### src/rtl/hazard_ctrl_pkg.sv
// Shared types and encodings for the RV32 pipeline hazard controller.
// Forwarding-select codes and the branch-flush FSM state encodings live here.
package hazard_ctrl_pkg;

    localparam logic [1:0] FWD_REGFILE = 2'd0;
    localparam logic [1:0] FWD_EXMEM   = 2'd1;
    localparam logic [1:0] FWD_MEMWB   = 2'd2;
    localparam logic [1:0] FWD_WB      = 2'd3;

    typedef enum logic {
        HC_RUN      = 1'b0,
        HC_FLUSH_BR = 1'b1
    } hc_state_e;

    // Youngest producer wins: EX over MEM over WB.
    function automatic logic [1:0] fwd_pick(input logic hit_ex,
                                            input logic hit_mem,
                                            input logic hit_wb);
        if (hit_ex)       return FWD_EXMEM;
        else if (hit_mem) return FWD_MEMWB;
        else if (hit_wb)  return FWD_WB;
        else              return FWD_REGFILE;
    endfunction

endpackage

### src/rtl/hazard_scoreboard.sv
// Three-slot (EX/MEM/WB) tracker of in-flight destination registers.
// Produces the load-use hazard flag and next-cycle forwarding selects.
module hazard_scoreboard
    import hazard_ctrl_pkg::*;
#(
    parameter int REG_ADDR_W = 5
) (
    input  logic                  clk,
    input  logic                  rst,
    input  logic                  adv_i,
    input  logic                  iss_vld_i,
    input  logic [REG_ADDR_W-1:0] iss_rd_i,
    input  logic                  iss_is_load_i,
    input  logic                  id_vld_i,
    input  logic [REG_ADDR_W-1:0] id_rs1_i,
    input  logic [REG_ADDR_W-1:0] id_rs2_i,
    input  logic                  id_use_rs1_i,
    input  logic                  id_use_rs2_i,
    output logic                  load_use_o,
    output logic [1:0]            fwd_rs1_nxt_o,
    output logic [1:0]            fwd_rs2_nxt_o
);

    logic                  ex_vld_q, mem_vld_q, wb_vld_q;
    logic [REG_ADDR_W-1:0] ex_rd_q, mem_rd_q, wb_rd_q;
    // Only the EX slot's load flag matters: a load in MEM or later is forwardable.
    logic                  ex_is_load_q;

    always_ff @(posedge clk) begin
        if (rst) begin
            ex_vld_q     <= 1'b0;
            mem_vld_q    <= 1'b0;
            wb_vld_q     <= 1'b0;
            ex_rd_q      <= '0;
            mem_rd_q     <= '0;
            wb_rd_q      <= '0;
            ex_is_load_q <= 1'b0;
        end else if (adv_i) begin
            wb_vld_q     <= mem_vld_q;
            wb_rd_q      <= mem_rd_q;
            mem_vld_q    <= ex_vld_q;
            mem_rd_q     <= ex_rd_q;
            ex_vld_q     <= iss_vld_i;
            ex_rd_q      <= iss_rd_i;
            ex_is_load_q <= iss_is_load_i;
        end
    end

    logic ex_ok, mem_ok, wb_ok;
    logic h1_ex, h1_mem, h1_wb;
    logic h2_ex, h2_mem, h2_wb;

    assign ex_ok  = ex_vld_q  & (ex_rd_q  != '0);
    assign mem_ok = mem_vld_q & (mem_rd_q != '0);
    assign wb_ok  = wb_vld_q  & (wb_rd_q  != '0);

    assign h1_ex  = id_use_rs1_i & ex_ok  & (ex_rd_q  == id_rs1_i);
    assign h1_mem = id_use_rs1_i & mem_ok & (mem_rd_q == id_rs1_i);
    assign h1_wb  = id_use_rs1_i & wb_ok  & (wb_rd_q  == id_rs1_i);
    assign h2_ex  = id_use_rs2_i & ex_ok  & (ex_rd_q  == id_rs2_i);
    assign h2_mem = id_use_rs2_i & mem_ok & (mem_rd_q == id_rs2_i);
    assign h2_wb  = id_use_rs2_i & wb_ok  & (wb_rd_q  == id_rs2_i);

    assign load_use_o    = id_vld_i & ex_is_load_q & (h1_ex | h2_ex);
    assign fwd_rs1_nxt_o = id_vld_i ? fwd_pick(h1_ex, h1_mem, h1_wb) : FWD_REGFILE;
    assign fwd_rs2_nxt_o = id_vld_i ? fwd_pick(h2_ex, h2_mem, h2_wb) : FWD_REGFILE;

endmodule

### src/rtl/hazard_ctrl.sv
// Pipeline sequencer: stall/bubble/flush priority, branch-flush FSM,
// registered EX forwarding selects and stall/flush performance counters.
//
// state       | meaning
// HC_RUN      | normal issue; ID instruction is live
// HC_FLUSH_BR | cycle after a taken branch; squash the in-flight fetch, ID is dead
module hazard_ctrl
    import hazard_ctrl_pkg::*;
#(
    parameter int REG_ADDR_W = 5,
    parameter int CNT_W      = 32
) (
    input  logic                  clk,
    input  logic                  rst,
    input  logic                  id_vld,
    input  logic [REG_ADDR_W-1:0] id_rs1,
    input  logic [REG_ADDR_W-1:0] id_rs2,
    input  logic [REG_ADDR_W-1:0] id_rd,
    input  logic                  id_use_rs1,
    input  logic                  id_use_rs2,
    input  logic                  id_wr_rd,
    input  logic                  id_is_load,
    input  logic                  id_jmp_vld,
    input  logic                  ex_br_taken,
    input  logic                  mem_stall,
    output logic                  if_stall,
    output logic                  id_stall,
    output logic                  ex_bubble,
    output logic                  if_id_flush,
    output logic                  id_ex_flush,
    output logic [1:0]            fwd_rs1,
    output logic [1:0]            fwd_rs2,
    output logic [CNT_W-1:0]      stall_cnt,
    output logic [CNT_W-1:0]      flush_cnt
);

    hc_state_e        state_q, state_d;
    logic [1:0]       fwd_rs1_q, fwd_rs2_q;
    logic [CNT_W-1:0] stall_cnt_q, flush_cnt_q;

    logic       id_live;
    logic       issue;
    logic       load_use;
    logic [1:0] fwd_rs1_nxt, fwd_rs2_nxt;

    // The ID slot during FLUSH_BR holds the cleared IF/ID contents.
    assign id_live = id_vld & (state_q == HC_RUN);

    hazard_scoreboard #(.REG_ADDR_W(REG_ADDR_W)) u_sb (
        .clk           (clk),
        .rst           (rst),
        .adv_i         (~mem_stall),
        .iss_vld_i     (issue & id_live & id_wr_rd),
        .iss_rd_i      (id_rd),
        .iss_is_load_i (id_is_load),
        .id_vld_i      (id_live),
        .id_rs1_i      (id_rs1),
        .id_rs2_i      (id_rs2),
        .id_use_rs1_i  (id_use_rs1),
        .id_use_rs2_i  (id_use_rs2),
        .load_use_o    (load_use),
        .fwd_rs1_nxt_o (fwd_rs1_nxt),
        .fwd_rs2_nxt_o (fwd_rs2_nxt)
    );

    always_comb begin
        if_stall    = 1'b0;
        id_stall    = 1'b0;
        ex_bubble   = 1'b0;
        if_id_flush = 1'b0;
        id_ex_flush = 1'b0;
        issue       = 1'b0;
        state_d     = state_q;
        if (rst) begin
            state_d = HC_RUN;
        end else if (mem_stall) begin
            if_stall = 1'b1;
            id_stall = 1'b1;
        end else if (ex_br_taken) begin
            if_id_flush = 1'b1;
            id_ex_flush = 1'b1;
            state_d     = HC_FLUSH_BR;
        end else if (state_q == HC_FLUSH_BR) begin
            if_id_flush = 1'b1;
            issue       = 1'b1;
            state_d     = HC_RUN;
        end else if (load_use) begin
            if_stall  = 1'b1;
            id_stall  = 1'b1;
            ex_bubble = 1'b1;
        end else begin
            issue       = 1'b1;
            if_id_flush = id_jmp_vld;
        end
    end

    always_ff @(posedge clk) begin
        if (rst) begin
            state_q     <= HC_RUN;
            fwd_rs1_q   <= FWD_REGFILE;
            fwd_rs2_q   <= FWD_REGFILE;
            stall_cnt_q <= '0;
            flush_cnt_q <= '0;
        end else begin
            state_q     <= state_d;
            stall_cnt_q <= stall_cnt_q + {{(CNT_W-1){1'b0}}, id_stall};
            flush_cnt_q <= flush_cnt_q + {{(CNT_W-1){1'b0}}, if_id_flush};
            if (!mem_stall) begin
                fwd_rs1_q <= issue ? fwd_rs1_nxt : FWD_REGFILE;
                fwd_rs2_q <= issue ? fwd_rs2_nxt : FWD_REGFILE;
            end
        end
    end

    assign fwd_rs1   = fwd_rs1_q;
    assign fwd_rs2   = fwd_rs2_q;
    assign stall_cnt = stall_cnt_q;
    assign flush_cnt = flush_cnt_q;

endmodule

### config.mk
export PLATFORM = sky130hd
export DESIGN_NAME = hazard_ctrl
export DESIGN_NICKNAME = d
export VERILOG_FILES = /design/src/rtl/hazard_ctrl_pkg.sv /design/src/rtl/hazard_scoreboard.sv /design/src/rtl/hazard_ctrl.sv
export SDC_FILE = /design/constraint.sdc
export NUM_CORES = 1
export LEC_CHECK = 0
export CELL_PAD_IN_SITES_DETAIL_PLACEMENT = 1
export CELL_PAD_IN_SITES_GLOBAL_PLACEMENT = 1
export CORE_MARGIN = 5
export CORE_UTILIZATION = 37
export DETAILED_ROUTE_END_ITERATION = 10
export GPL_TIMING_DRIVEN = 0
export PLACE_DENSITY_LB_ADDON = 0.15
export REMOVE_ABC_BUFFERS = 1
export SETUP_SLACK_MARGIN = 0.4
export SLEW_MARGIN = 20
export SYNTH_ARGS = -nofsm -noshare
export SYNTH_HDL_FRONTEND = slang
export SYNTH_HIERARCHICAL = 1
export SYNTH_SLANG_ARGS = --single-unit
### constraint.sdc
create_clock -name clk -period 4.15 [get_ports clk]
set_input_delay 0.83 -clock clk [delete_from_list [all_inputs] [get_ports clk]]
set_output_delay 0.83 -clock clk [all_outputs]
set_load 0.05 [all_outputs]
==> flow_summary.yaml <==
grt:
  grt_first_pass_wirelength_um: 21310
  grt_overflow: 0
  grt_max_degree: 47
  grt_pass1_vias: 4345
  antenna_found_initial: 0
  grt_usage: 0.1818
cells_and_area:
  syn_to_final_growth_pct: 34.12
  antenna_cells: 0
  drive_gt1_frac: 0.08237
  seq_area_sq_um: 1762
  fin_area_sq_um: 5818
  final_cells: 750
  multiInputGateArea_sq_um: 2496
  final_nets: 632
  num-fill-cells: 1362
yosys:
  ys.flop_type: "dfxtp_1"
  synth.most_common_cell: "dfxtp_1"
  netlist-cell-type-count: 37
  yosysTopAreaCell: "dfxtp_1"
  ys_seq_area_frac: 0.4061
  synth_top_cells_by_count: "dfxtp_1, nor2_1, a21oi_1, xnor2_1, nand2_1"
  syn_area_sq_um: 4338
  synth_edf_count: 0
  synth_top_area_frac: 0.4061
  synth_area_per_cell_sq_um: 8.676
  ys_warn_count: 6
  ys_seq_elements: 88
  synth_area_leaders: "dfxtp_1, xnor2_1, a21oi_1, mux2i_1, or4_1"
  async_flop_share: 0
  syn_inst: 500
place:
  dp.cells: 719
  gpl.final_weighted_congestion: 0.7992
  dpl.hpwl_um: 8662
  port_buffers: 97
  place_area_sq_um: 5386
power:
  switching_share: 0.2281
  p_int_mw: 1.347
  p_seq_frac: 0.497
  p_clk_frac: 0.430
  comb_power_share: 0.073
  power_switching_uw: 398.0
  p_leak_nw: 1.958
  p_per_area_nw_per_um2: 299.9
  ir_worst_vdd_uv: 221.7
clock_network:
  clk_path_buf_depth: 2
  clock-sinks: 88
  insertion_delay_ns: 0.34
  cts-root-buf: "clkbuf_16"
  cts_buffers: 9
  htree_levels: 3
  path_clk_slew_ns: 0.06
  cts_tree: "done"
timing:
  period_minus_slack_ns: 3.670
  timing.fmax_mhz: 272.5
  drv_slew: 0
  final-hold-violation-count: 0
  setup_viol: 0
  rsz0062_at_grt: "yes"
  clock_skew_ns: 0.005504
  timing.slew.headroom: 0.3387
  finalCritPeriodShare: 0.8844
  tightest_slew_ns: 0.9908
setup_path:
  rr_worst_depth: 13
  path_class: "reg -> reg"
  critPathLaunchType: "flop"
  worstPathArrival_ns: 3.94
  worstPathMaxFanout: 12
  rr_startpoint: "u_sb/ex_rd_q[1]"
  cp.required_ns: 4.42
  r2r_slack_ns: 0.48
  crit_path_end_kind: "flop"
  rr_endpoint: "flush_cnt[18]"
route:
  vias_per_cell: 5.519
  dr.pass1.iters: 4
  routedWlPerCell_um: 16.77
  num_vias: 4139
  drc: 0
  drt-total-wl_um: 12580
  ant_nets: 0
  drtIter0Drc: 187
min_path:
  hold_start: "stall_cnt[31]"
  whs_path_depth: 2
  min_path_type: "reg -> reg"
  holdPathEnd: "stall_cnt[31]"
die:
  start_util: 0.3783
  die_height_um: 118.3
  core_area_sq_um: 11470
  core.rowCount: 39
  die_w_um: 118.3
  pin_count: 98
  die-area_sq_um: 13990
outcome:
  status: "complete, no violations"
run:
  cap_violations: 0
[area by class of cell]
type | instances | area share
Tap cell | 143 | 0.03075
Timing Repair Buffer | 113 | 0.1856
Inverter | 9 | 0.005806
Multi-Input combinational cell | 382 | 0.4290
Sequential cell | 88 | 0.3028
Clock buffer | 15 | 0.04602
[flip-flops by register name, indices dropped and copies added, names as in the netlist]
register and count:
u_sb/wb_rd_q 5, state_q 1, flush_cnt 32, u_sb/ex_is_load_q 1, u_sb/mem_rd_q 5, u_sb/ex_rd_q 5, u_sb/wb_vld_q 1, u_sb/mem_vld_q 1
stall_cnt 32, u_sb/ex_vld_q 1, fwd_rs2 2, fwd_rs1 2
[through the flow]
stage	hold slack (ns)	total power, mW	setup WS (ns)	TNS (ns)	util
6_report	0.4819	1.745	0.4798	0	0.5074
5_1_grt	0.5142	1.825	0.3451	0	0.5074
4_1_cts	0.4872	1.773	0.4459	0	0.5004
3_5_place_dp	0.4712	1.015	-0.4640	-10.32	0.4697
3_3_place_gp	0.4574	1.010	-2.133	-110.43	0.4682
2_1_floorplan	0.4604	0.9473	-0.6489	-8.897	-
[worst max-delay path: stages (launching register included)]
cell	delay, ns
dfxtp_1	0.37
or4_1	0.57
o21ai_2	0.18
nor3_2	0.08
o211a_1	0.27
inv_1	0.10
a21boi_0	0.11
nor3_2	0.26
ha_2	0.30
ha_2	0.26
and3_1	0.30
nand3_4	0.18
or4_1	0.45
a21oi_1	0.17
[timing repair]
action,in CTS,in global routing
cloned,1,0
pin swaps,4,1
setup endpoints to repair,42,22
hold buffers,0,0
setup buffers,7,8
gates resized for setup,30,4
[worst max path at each step]
| stage | to | slack, ns | cells past startpoint | from |
|---|---|---|---|---|
| after global placement | flush_cnt[12] | -2.13 | 8 | rst |
| after global routing | flush_cnt[18] | 0.35 | 13 | u_sb/ex_rd_q[1] |
| final | flush_cnt[18] | 0.48 | 13 | u_sb/ex_rd_q[1] |
| after floorplan | stall_cnt[31] | -0.65 | 11 | id_rs2[2] |
| after CTS | flush_cnt[18] | 0.45 | 13 | u_sb/ex_rd_q[1] |
| after detailed placement | stall_cnt[22] | -0.46 | 13 | id_rs2[2] |
[cells by family after synthesis]
kind of cell	synth area share
buffers and inverters	0.03519
flip-flops	0.4061
multiplexers	0.04874
AND/OR/NAND/NOR	0.2705
adder cells (fa/ha/maj)	0.01154
XOR/XNOR	0.1010
AO/OA/AOI/OAI	0.1269
[power groups by stage]
| stage | registers (mW) | logic, mW | clock network [mW] |
|---|---|---|---|
| after floorplan | 0.890 | 0.0575 | 0 |
| after global placement | 0.885 | 0.125 | 0 |
| after detailed placement | 0.885 | 0.130 | 0 |
| after CTS | 0.867 | 0.128 | 0.779 |
| after global routing | 0.868 | 0.139 | 0.818 |
| final | 0.867 | 0.128 | 0.750 |
[layer usage]
layer	vias to the layer above	part of all wire	track usage
met3	16	0.042	0.04585
met5	-	0	0
met2	88	0.48	0.3045
met4	0	0.018	0.07527
met1	1999	0.46	0.2223
li1	2036	-	-
[placed cells by master (no fill, tap or decap), types with 2 or more instances in the layout]
cell	n
nor4_1	3
nor3_1	7
nand3_1	23
dfxtp_1	88
buf_4	16
nand3_4	2
or3_2	2
a21oi_1	42
inv_1	9
nor3b_1	2
o31ai_1	21
xnor2_1	31
clkbuf_16	9
nor2b_1	8
or4_1	25
xor2_1	19
and4_1	7
clkbuf_8	2
or3_1	15
o21ai_0	19
and4_2	3
and2_1	3
nor3_2	3
nand2_1	30
nor2_1	47
or4_4	2
o21ai_2	2
and3_1	7
clkbuf_1	4
o31a_1	2
a22o_1	4
mux2i_1	20
nand4_1	22
dlygate4sd2_1	13
ha_2	3
clkdlybuf4s50_1	82
Note: power is estimated with default switching activity, not from simulation.
